===== config.mk =====
export PLATFORM = sky130hd
export DESIGN_NAME = uart_tx_flat
export DESIGN_NICKNAME = d
export VERILOG_FILES = /design/src/rtl/uart_pkg.sv /design/src/rtl/uart_tx_if.sv /design/src/rtl/uart_baud_tick.sv /design/src/rtl/uart_tx.sv /design/src/flat_wrapper.sv
export SDC_FILE = /design/constraint.sdc
export NUM_CORES = 1
export LEC_CHECK = 0
export BUFFER_PORTS_ARGS = -buffer_cell sky130_fd_sc_hd__clkbuf_2
export CAP_MARGIN = 20
export CORE_ASPECT_RATIO = 1.75
export CORE_MARGIN = 2
export CORE_UTILIZATION = 25
export CTS_CLUSTER_SIZE = 10
export DETAILED_ROUTE_END_ITERATION = 8
export SLEW_MARGIN = 20
export SYNTH_ARGS = -nofsm -noshare
export SYNTH_HDL_FRONTEND = slang
export SYNTH_HIERARCHICAL = 1
export SYNTH_SLANG_ARGS = --single-unit

===== constraint.sdc =====
create_clock -name i_clock -period 2.83 [get_ports i_clock]
set_input_delay 0.566 -clock i_clock [delete_from_list [all_inputs] [get_ports i_clock]]
set_output_delay 0.566 -clock i_clock [all_outputs]
set_load 0.02 [all_outputs]

===== src/rtl/uart_pkg.sv =====
// Shared UART definitions used by both the transmitter and the receiver:
// frame state encoding, data width, default bit period and frame length.
package uart_pkg;

    localparam int UART_DATA_BITS            = 8;
    localparam int UART_CLKS_PER_BIT_DEFAULT = 217;   // 25 MHz / 115200 baud

    typedef enum logic [2:0] {
        IDLE,
        START,
        DATA,
        PARITY,
        STOP
    } uart_state_e;

    // Clock cycles occupied by one frame: start + data + optional parity + stop.
    function automatic int uart_frame_cycles(input int clks_per_bit, input bit parity_en);
        return (UART_DATA_BITS + 2 + (parity_en ? 1 : 0)) * clks_per_bit;
    endfunction

endpackage


===== src/rtl/uart_tx_if.sv =====
// Byte-stream handshake and serial-line status between a producer and uart_tx.
interface uart_tx_if;
    import uart_pkg::*;

    logic                      i_tx_dv;
    logic [UART_DATA_BITS-1:0] i_tx_byte;
    logic                      o_tx_ready;
    logic                      o_tx_serial;
    logic                      o_tx_active;
    logic                      o_tx_done;

    modport master (
        output i_tx_dv, i_tx_byte,
        input  o_tx_ready, o_tx_serial, o_tx_active, o_tx_done
    );

    modport slave (
        input  i_tx_dv, i_tx_byte,
        output o_tx_ready, o_tx_serial, o_tx_active, o_tx_done
    );

endinterface


===== src/rtl/uart_baud_tick.sv =====
// Bit-period counter: counts 0..CLKS_PER_BIT-1 and flags the last cycle of
// each bit. Holding i_restart keeps the count at zero so a new bit period
// starts cleanly on the cycle after i_restart drops.
module uart_baud_tick
    import uart_pkg::*;
#(
    parameter int CLKS_PER_BIT = UART_CLKS_PER_BIT_DEFAULT
) (
    input  logic i_clock,
    input  logic i_rst_n,
    input  logic i_restart,
    output logic o_tick
);

    localparam int            CW   = (CLKS_PER_BIT > 1) ? $clog2(CLKS_PER_BIT) : 1;
    localparam logic [CW-1:0] LAST = CW'(CLKS_PER_BIT - 1);

    logic [CW-1:0] cnt_q;
    logic [CW-1:0] cnt_d;

    // Wrap at the end of each bit period, or hold at zero while restarting.
    always_comb begin
        if (i_restart || (cnt_q == LAST)) begin
            cnt_d = '0;
        end else begin
            cnt_d = cnt_q + 1'b1;
        end
    end

    // Count register.
    always_ff @(posedge i_clock or negedge i_rst_n) begin
        if (!i_rst_n) begin
            cnt_q <= '0;
        end else begin
            cnt_q <= cnt_d;
        end
    end

    assign o_tick = (cnt_q == LAST);

endmodule


===== src/rtl/uart_tx.sv =====
// UART transmitter, 8N1 by default. A one-entry holding register lets the
// producer queue the next byte during a frame so frames go out back-to-back.
// Define UART_TX_PARITY_EN to insert an even-parity bit between the data
// bits and the stop bit (8E1).
// All line outputs are registered from the current state, so the line lags
// the state machine by one cycle; a byte accepted at edge N shows its start
// bit from edge N+1.
module uart_tx
    import uart_pkg::*;
#(
    parameter int CLKS_PER_BIT = UART_CLKS_PER_BIT_DEFAULT
) (
    input  logic     i_clock,
    input  logic     i_rst_n,
    uart_tx_if.slave tx
);

    uart_state_e               state_q, state_d;
    logic [UART_DATA_BITS-1:0] shift_q, shift_d;
    logic [2:0]                bit_idx_q, bit_idx_d;
    logic [UART_DATA_BITS-1:0] hold_q, hold_d;
    logic                      hold_valid_q, hold_valid_d;
    logic                      frame_end_q, frame_end_d;
    logic                      serial_q, serial_d;
    logic                      active_q, active_d;
    logic                      done_q, done_d;

    logic tick;
    logic accept;
    logic byte_avail;
    logic shifter_free;

    uart_baud_tick #(
        .CLKS_PER_BIT (CLKS_PER_BIT)
    ) u_baud_tick (
        .i_clock   (i_clock),
        .i_rst_n   (i_rst_n),
        .i_restart (state_q == IDLE),
        .o_tick    (tick)
    );

    assign accept       = tx.i_tx_dv && !hold_valid_q;
    assign byte_avail   = accept || hold_valid_q;
    assign shifter_free = (state_q == IDLE) || ((state_q == STOP) && tick);

    // State register plus datapath and registered line outputs.
    always_ff @(posedge i_clock or negedge i_rst_n) begin
        if (!i_rst_n) begin
            state_q      <= IDLE;
            shift_q      <= '0;
            bit_idx_q    <= '0;
            hold_q       <= '0;
            hold_valid_q <= 1'b0;
            frame_end_q  <= 1'b0;
            serial_q     <= 1'b1;
            active_q     <= 1'b0;
            done_q       <= 1'b0;
        end else begin
            state_q      <= state_d;
            shift_q      <= shift_d;
            bit_idx_q    <= bit_idx_d;
            hold_q       <= hold_d;
            hold_valid_q <= hold_valid_d;
            frame_end_q  <= frame_end_d;
            serial_q     <= serial_d;
            active_q     <= active_d;
            done_q       <= done_d;
        end
    end

    // Next state, bit index and routing of accepted bytes into shifter or hold.
    always_comb begin
        state_d      = state_q;
        bit_idx_d    = bit_idx_q;
        shift_d      = shift_q;
        hold_d       = hold_q;
        hold_valid_d = hold_valid_q;
        frame_end_d  = 1'b0;

        case (state_q)
            IDLE: begin
                if (byte_avail) begin
                    state_d = START;
                end
            end
            START: begin
                if (tick) begin
                    state_d   = DATA;
                    bit_idx_d = '0;
                end
            end
            DATA: begin
                if (tick) begin
                    if (bit_idx_q == 3'(UART_DATA_BITS - 1)) begin
`ifdef UART_TX_PARITY_EN
                        state_d = PARITY;
`else
                        state_d = STOP;
`endif
                    end else begin
                        bit_idx_d = bit_idx_q + 3'd1;
                    end
                end
            end
`ifdef UART_TX_PARITY_EN
            PARITY: begin
                if (tick) begin
                    state_d = STOP;
                end
            end
`endif
            STOP: begin
                if (tick) begin
                    frame_end_d = 1'b1;
                    state_d     = byte_avail ? START : IDLE;
                end
            end
            default: begin
                state_d = IDLE;
            end
        endcase

        // A held byte always wins the freed shifter; a new byte only goes
        // straight in when nothing is waiting ahead of it.
        if (shifter_free) begin
            if (hold_valid_q) begin
                shift_d      = hold_q;
                hold_valid_d = 1'b0;
            end else if (accept) begin
                shift_d = tx.i_tx_byte;
            end
        end else if (accept) begin
            hold_d       = tx.i_tx_byte;
            hold_valid_d = 1'b1;
        end
    end

    // Line level, activity and done pulse derived from the current state.
    always_comb begin
        serial_d = 1'b1;
        case (state_q)
            START:   serial_d = 1'b0;
            DATA:    serial_d = shift_q[bit_idx_q];
`ifdef UART_TX_PARITY_EN
            PARITY:  serial_d = ^shift_q;
`endif
            default: serial_d = 1'b1;
        endcase
        active_d = (state_q != IDLE);
        done_d   = frame_end_q;
    end

    assign tx.o_tx_ready  = ~hold_valid_q;
    assign tx.o_tx_serial = serial_q;
    assign tx.o_tx_active = active_q;
    assign tx.o_tx_done   = done_q;

endmodule


===== src/flat_wrapper.sv =====
// flat-port wrapper written by rule: the top's interface ports become plain ports
module uart_tx_flat import uart_pkg::*;
#(
    parameter int CLKS_PER_BIT = UART_CLKS_PER_BIT_DEFAULT
)
  (i_clock, i_rst_n, tx_i_tx_dv, tx_i_tx_byte, tx_o_tx_ready, tx_o_tx_serial, tx_o_tx_active, tx_o_tx_done);
  uart_tx_if tx_i ();
  input  logic i_clock;
  input  logic i_rst_n;
  input wire logic [$bits(tx_i.i_tx_dv)-1:0] tx_i_tx_dv;
  input wire logic [$bits(tx_i.i_tx_byte)-1:0] tx_i_tx_byte;
  output wire logic [$bits(tx_i.o_tx_ready)-1:0] tx_o_tx_ready;
  output wire logic [$bits(tx_i.o_tx_serial)-1:0] tx_o_tx_serial;
  output wire logic [$bits(tx_i.o_tx_active)-1:0] tx_o_tx_active;
  output wire logic [$bits(tx_i.o_tx_done)-1:0] tx_o_tx_done;
  assign tx_i.i_tx_dv = tx_i_tx_dv;
  assign tx_i.i_tx_byte = tx_i_tx_byte;
  assign tx_o_tx_ready = tx_i.o_tx_ready;
  assign tx_o_tx_serial = tx_i.o_tx_serial;
  assign tx_o_tx_active = tx_i.o_tx_active;
  assign tx_o_tx_done = tx_i.o_tx_done;
  uart_tx #(.CLKS_PER_BIT(CLKS_PER_BIT)) u_core (.i_clock(i_clock), .i_rst_n(i_rst_n), .tx(tx_i));
endmodule

After elaboration in Yosys (flattened, before gate mapping)
Index checks and enable logic that the tools add are counted.
{ "op_classes": {"n_addsub": 2, "magnitude_cmp": 1, "n_eq_ne": 11, "mux": 21, "n_bitwise": 2, "reduce_logical": 15} }
{ "op_table": {"columns": ["op", "n"], "rows": [
  ["$mux W3", 8],
  ["$mux W8", 3],
  ["$pmux W3 S4", 1],
  ["$ne A2 B1 Y1 const B", 5],
  ["$add A8 B1 Y8 const B", 1],
  ["$eq A8 B8 Y1 const B", 1],
  ["$eq A3 B3 Y1 const B", 2],
  ["$mux W1", 6],
  ["$pmux W3 S2", 1],
  ["$reduce_bool A2 Y1", 3],
  ["$reduce_and A5 Y1", 1],
  ["$lt A3 B4 Y1 const B", 1],
  ["$reduce_and A2 Y1", 2],
  ["$reduce_and A4 Y1", 1],
  ["$add A3 B1 Y3 const B", 1],
  ["$bmux W1 S3", 1],
  ["$eq A3 B1 Y1 const B", 1],
  ["$eq A3 B2 Y1 const B", 1],
  ["$logic_not A3 Y1", 1],
  ["$logic_or A1 B1 Y1", 3],
  ["$reduce_bool A3 Y1", 1],
  ["$logic_and A1 B1 Y1", 2],
  ["$ne A2 B2 Y1 const B", 1],
  ["$not A1 Y1", 2],
  ["2 further kinds", 2]
]} }
{ "totals": {"regBits": 35, "inputBits": 11, "output_inout_bits": 4, "word_cells": 62} }

Longest topological paths before layout
{ "depth": {"ltp_word": 6, "ltp_mapped": 7, "ltp_nobuf": 7} }

By module
Netlist, hierarchy kept.
{ "by_module_without_submodules": {"columns": ["mod", "n_inst", "cells_per_inst", "area_each_um2", "seq_area_each_um2"], "rows": [
  ["uart_tx", 1, 93, 1298.7, 676.9],
  ["uart_baud_tick", 1, 40, 386.6, 200.2]
]} }

Worst setup path after synthesis
Ideal clock, no wire load.
{ "synth_timing": {"path_kind": "reg2reg", "startpoint": "register u_core.u_baud_tick.cnt_q[0]", "endpoint": "register u_core.shift_q[0]", "t_arrival_ns": 1.641, "required_ns": 2.705, "path_slack_ns": 1.064, "stages_incl_launch_ff": 8, "period_less_slack_ns": 1.766, "path_cell_list": "dfrtp_1 -> inv_1 -> ha_1 -> nand4bb_1 -> nor2_1 -> nand2b_4 -> nand3b_4 -> mux2_2"} }
{ "synth_between": {"elab_chain_len": 4} }
{ "synth_lines": {"columns": ["item", "line_no", "text"], "rows": [
  ["start, declared", "uart_baud_tick.sv:18", "logic [CW-1:0] cnt_q;"],
  ["start signal, assigned", "uart_baud_tick.sv:35", "cnt_q <= cnt_d;"],
  ["$eq A8 B8 Y1", "uart_baud_tick.sv:39", "assign o_tick = (cnt_q == LAST);"],
  ["net u_core.tick", "uart_tx.sv:28", "logic tick;"],
  ["$logic_and A1 B1 Y1", "uart_tx.sv:44", "assign shifter_free = (state_q == IDLE) || ((state_q == STOP) && tick);"],
  ["$logic_or A1 B1 Y1", "uart_tx.sv:44", null],
  ["$reduce_and A2 Y1 (no source line)", null, null],
  ["end signal, assigned", "uart_tx.sv:60", "shift_q <= shift_d;"],
  ["end, declared", "uart_tx.sv:19", "logic [UART_DATA_BITS-1:0] shift_q, shift_d;"]
]} }
The timed path passes the listed nets, and every way through them passes these cells.
A chain may end at the register's enable or synchronous reset.

Final worst setup path
Ends and elaborated chain as after synthesis.

==> impl_summary.log <==
[metrics] total clock sinks: 35
[metrics] critical path required time: around 3 ns
[metrics] number of design-rule violations left by the first detailed-router iteration: 26
[metrics] horizontal extent of the die: 66.1 microns
[metrics] Seq cells post-synth: 35
[metrics] sequential cell area fraction in the yosys report: a little over half
[metrics] total global routing track utilization: under 10%
[metrics] outcome: completed
[metrics] leading area contributor after synthesis: sky130_fd_sc_hd__dfrtp_1
[metrics] vias after detailed routing: about 1100
[metrics] Worst Hold Path EP: u_core/tx.o_tx_done$_DFF_PN0_
[metrics] Hold Crit Class: reg -> reg
[metrics] number of antenna violations at the first check in global routing: 0
[metrics] count of antenna-violating nets left after detailed routing: 0
[metrics] Worst Tran Pin Value: between 0.8 and 0.9 ns
[metrics] number of maximum-capacitance violations: 0
[metrics] Nets: 165
[metrics] maximum number of pins on one net before global-route repair: 36
[metrics] setup TNS: 0 ns
[metrics] maximum clock skew at final layout: around 0.0045 ns
[metrics] number of cells on the worst reg-to-reg path: 7
[metrics] clock tree buffer depth: 2
[metrics] global-route wire length before repair: between 4000 and 5000 microns
[metrics] input/output buffers: 14
[metrics] worst hold slack: about 0.35 ns
[metrics] number of synthesized flops with an enable pin: 0
[metrics] CTS buffer count: 5
[metrics] placed wire-length estimate after detailed placement: ~2200 microns
[metrics] post-synth design cell area: around 0.0017 sq mm
[metrics] proportion of layout cells with a drive suffix above 1: 35.8%
[metrics] Hold Vio Cnt, Final: 0
[metrics] peak ir drop on the vdd network: around 210 uV
[metrics] number of warnings printed during yosys synthesis: 6
[metrics] CTS clk-pin slew, worst paths: about 0.05 ns
[metrics] floorplan die height: 113 microns
[metrics] worst r2r src: u_core/u_baud_tick/cnt_q[0]$_DFF_PN0_
[metrics] Floorplan Core Area: roughly 0.0065 sq mm
[metrics] hold path depth: 0
[metrics] Hold Buf Count CTS: 0
[metrics] Synth-to-Final Area Change: 18.0%
[metrics] Worst Setup Path Type: reg -> reg
[metrics] R2R Setup Slk: 0.83 ns
[metrics] worst reg2reg endpoint: u_core/shift_q[0]$_DFFE_PN0P_
[metrics] total buffers and inverters traversed by the critical path: 1
[metrics] htree depth: 2
[metrics] worst path cell trace: inv_1 -> ha_1 -> nand4bb_1 -> nor2_1 -> nand2b_4 -> nand3b_4 -> mux2_2
[metrics] placed instance count: 225
[metrics] number of failing setup endpoints in the final timing report: 0
[metrics] slowest cell delay on critical path: 0.41 ns
[metrics] ratio of routed vias to standard cells: about 4.5
[metrics] clock latency on the worst-skew pair: between 0.2 and 0.3 ns
[metrics] average size of a mapped cell: about 13 sq um
[metrics] post-placement cell area: ~0.0018 sq mm
[metrics] total number of placement rows: 39
[metrics] most frequently used flop master after synthesis: sky130_fd_sc_hd__dfrtp_1
[metrics] power density over the cells: roughly 570 mW/mm^2
[metrics] TritonRoute pass-1 iters: 3
[metrics] final weighted congestion in routability-driven placement: ~0.77
[metrics] final cell count without fillers: roughly 230
[metrics] RSZ-0062 raised after global routing: false
[metrics] Total Routed Length: between 2000 and 3000 microns
[metrics] final critical-path required period: around 2 ns
[metrics] Net Count, Synth: 148
[metrics] vias in the first global route: 1039
[metrics] post-route fraction of the period consumed by the critical path: between 70% and 80%
[metrics] portion of synthesized cell area occupied by the leading cell type: between 50% and 60%
[metrics] PostCTS Resize Cnt: 0
[metrics] static leakage: approximately 0.88 nW
[metrics] routed wire length per instance: 12.5 microns
[metrics] CTS root buffer: sky130_fd_sc_hd__clkbuf_16
[metrics] buffers inserted during post-CTS setup optimization: 0
[metrics] global route total overflow: 0
[metrics] CTS tree: built
[metrics] asr flop ratio synth: 100%
[metrics] Worst Path Arrival: 2.15 ns
[metrics] cell types occupying the most area after synthesis: sky130_fd_sc_hd__dfrtp_1, sky130_fd_sc_hd__mux2_2, sky130_fd_sc_hd__ha_1, sky130_fd_sc_hd__mux2i_1, sky130_fd_sc_hd__nor2_1
[metrics] number of distinct library cells after synthesis: 35
[metrics] startpoint type of the worst setup path: flip-flop
[metrics] initial cell density of the core: roughly 26%
[metrics] tightest slew margin relative to the limit: 43.2%
[metrics] Worst path top cell family by delay: simple AND/OR/NAND/NOR gates
[metrics] maximum fanout along the worst path: 9
[metrics] I/O pin cnt: 15
[metrics] number of slew-limit violations in the final report: 0
[metrics] instance count of the mapped netlist: approximately 130
[metrics] achievable frequency: between 0.5 and 0.6 GHz
[metrics] post-route cell area: 0.00199 sq mm
[metrics] count of antenna diodes in the layout: 0
[metrics] Worst Min Path Start: u_core/done_d$_DFF_PN0_
[metrics] Worst setup EP type: flip-flop
[metrics] critical-path cell with the highest stage delay: sky130_fd_sc_hd__dfrtp_1
[metrics] overall die area: about 0.0074 sq mm
[metrics] number of remaining DRC errors: 0
-- metrics by stage --
step	utilization [%]	power (W)	setup slack [ns]
after floorplan	-	0.000550	1.06
after global placement	28.0	0.000572	0.871
after detailed placement	28.0	0.000574	0.823
after CTS	30.4	0.00114	0.799
after global routing	30.4	0.00118	0.634
final	30.4	0.00113	0.835
-- cells in the mapped netlist, types with 2 or more instances --
cell / count
sky130_fd_sc_hd__a21oi_1: 5
sky130_fd_sc_hd__a22o_1: 2
sky130_fd_sc_hd__buf_2: 3
sky130_fd_sc_hd__dfrtp_1: 34
sky130_fd_sc_hd__ha_1: 4
sky130_fd_sc_hd__inv_1: 5
sky130_fd_sc_hd__mux2_2: 25
sky130_fd_sc_hd__mux2i_1: 4
sky130_fd_sc_hd__nand2_1: 4
sky130_fd_sc_hd__nand2b_1: 2
sky130_fd_sc_hd__nand3_1: 4
sky130_fd_sc_hd__nor2_1: 10
sky130_fd_sc_hd__nor2b_1: 2
sky130_fd_sc_hd__o21ai_0: 4
sky130_fd_sc_hd__or3_1: 4
sky130_fd_sc_hd__xor2_1: 2
-- how the worst max path moves through the flow --
stage / slack (ns) / endpoint / depth (start not counted) / start
floorplan: 1.06 / u_core/shift_q[0]$_DFFE_PN0P_ / 7 / u_core/u_baud_tick/cnt_q[0]$_DFF_PN0_
global placement: 0.87 / u_core/shift_q[4]$_DFFE_PN0P_ / 7 / u_core/u_baud_tick/cnt_q[0]$_DFF_PN0_
detailed placement: 0.82 / u_core/shift_q[5]$_DFFE_PN0P_ / 7 / u_core/u_baud_tick/cnt_q[0]$_DFF_PN0_
CTS: 0.80 / u_core/shift_q[5]$_DFFE_PN0P_ / 7 / u_core/u_baud_tick/cnt_q[0]$_DFF_PN0_
global route: 0.63 / u_core/shift_q[2]$_DFFE_PN0P_ / 7 / u_core/u_baud_tick/cnt_q[0]$_DFF_PN0_
finish: 0.83 / u_core/shift_q[0]$_DFFE_PN0P_ / 7 / u_core/u_baud_tick/cnt_q[0]$_DFF_PN0_
-- layout by cell type (no fill, tap or decap), types with 5 or more instances in the layout --
master,instances
sky130_fd_sc_hd__a21oi_1,5
sky130_fd_sc_hd__clkbuf_16,5
sky130_fd_sc_hd__clkbuf_2,14
sky130_fd_sc_hd__dfrtp_1,34
sky130_fd_sc_hd__inv_1,5
sky130_fd_sc_hd__mux2_2,25
sky130_fd_sc_hd__nor2_1,10
-- registers in the layout, summed over array words and instances (netlist names), 3 cells and up --
signal / cells
u_core/bit_idx_q: 3
u_core/hold_q: 8
u_core/shift_q: 8
u_core/state_q: 3
u_core/u_baud_tick/cnt_q: 8
-- area by class of cell --
| cell class | count | area [sq um] |
|---|---|---|
| fill | 705 | 4550 |
| tap | 82 | 103 |
| multi-input combinational | 89 | 763 |
| sequential | 35 | 877 |
| clock buffer | 8 | 156 |
| timing repair buffer | 14 | 70.1 |
| inverter | 5 | 18.8 |
-- cell families (layout without fill, tap and decap cells) --
| group | after synthesis | after routing | synth area share (%) |
|---|---|---|---|
| muxes | 30 | 30 | 20.4 |
| buffers and inverters | 9 | 27 | 2.67 |
| xor gates and xnor gates | 3 | 3 | 1.56 |
| and+or+nand+nor | 36 | 36 | 14.0 |
| DFF | 35 | 35 | 52.0 |
| AOI/OAI and AO/OA | 16 | 16 | 6.39 |
| adders and majority gates | 4 | 4 | 2.97 |
-- power breakdown --
| part | switching, W | leakage [nW] | internal, W | total, W |
|---|---|---|---|---|
| registers | 0.00000567 | 0.443 | 0.000515 | 0.000520 |
| clock network | 0.000188 | 0.0772 | 0.000374 | 0.000562 |
| logic | 0.0000191 | 0.362 | 0.0000238 | 0.0000430 |
| total | 0.000213 | 0.882 | 0.000912 | 0.00113 |
-- worst register-to-register path, cell delays in order (launching register included) --
cell	delay (ns)
sky130_fd_sc_hd__dfrtp_1	0.41
sky130_fd_sc_hd__inv_1	0.07
sky130_fd_sc_hd__ha_1	0.14
sky130_fd_sc_hd__nand4bb_1	0.15
sky130_fd_sc_hd__nor2_1	0.39
sky130_fd_sc_hd__nand2b_4	0.26
sky130_fd_sc_hd__nand3b_4	0.15
sky130_fd_sc_hd__mux2_2	0.30
-- routing by layer --
metal  vias to the layer above  global-route usage, %  share of wire, %
met2                        12                   15.3                56
li1                        507                      -                 -
met1                       530                   9.28                37
met4                         0                   6.12               3.3
met5                         -                      0                 0
met3                         7                   3.01               2.9
Note: power is estimated with default switching activity, not from simulation.
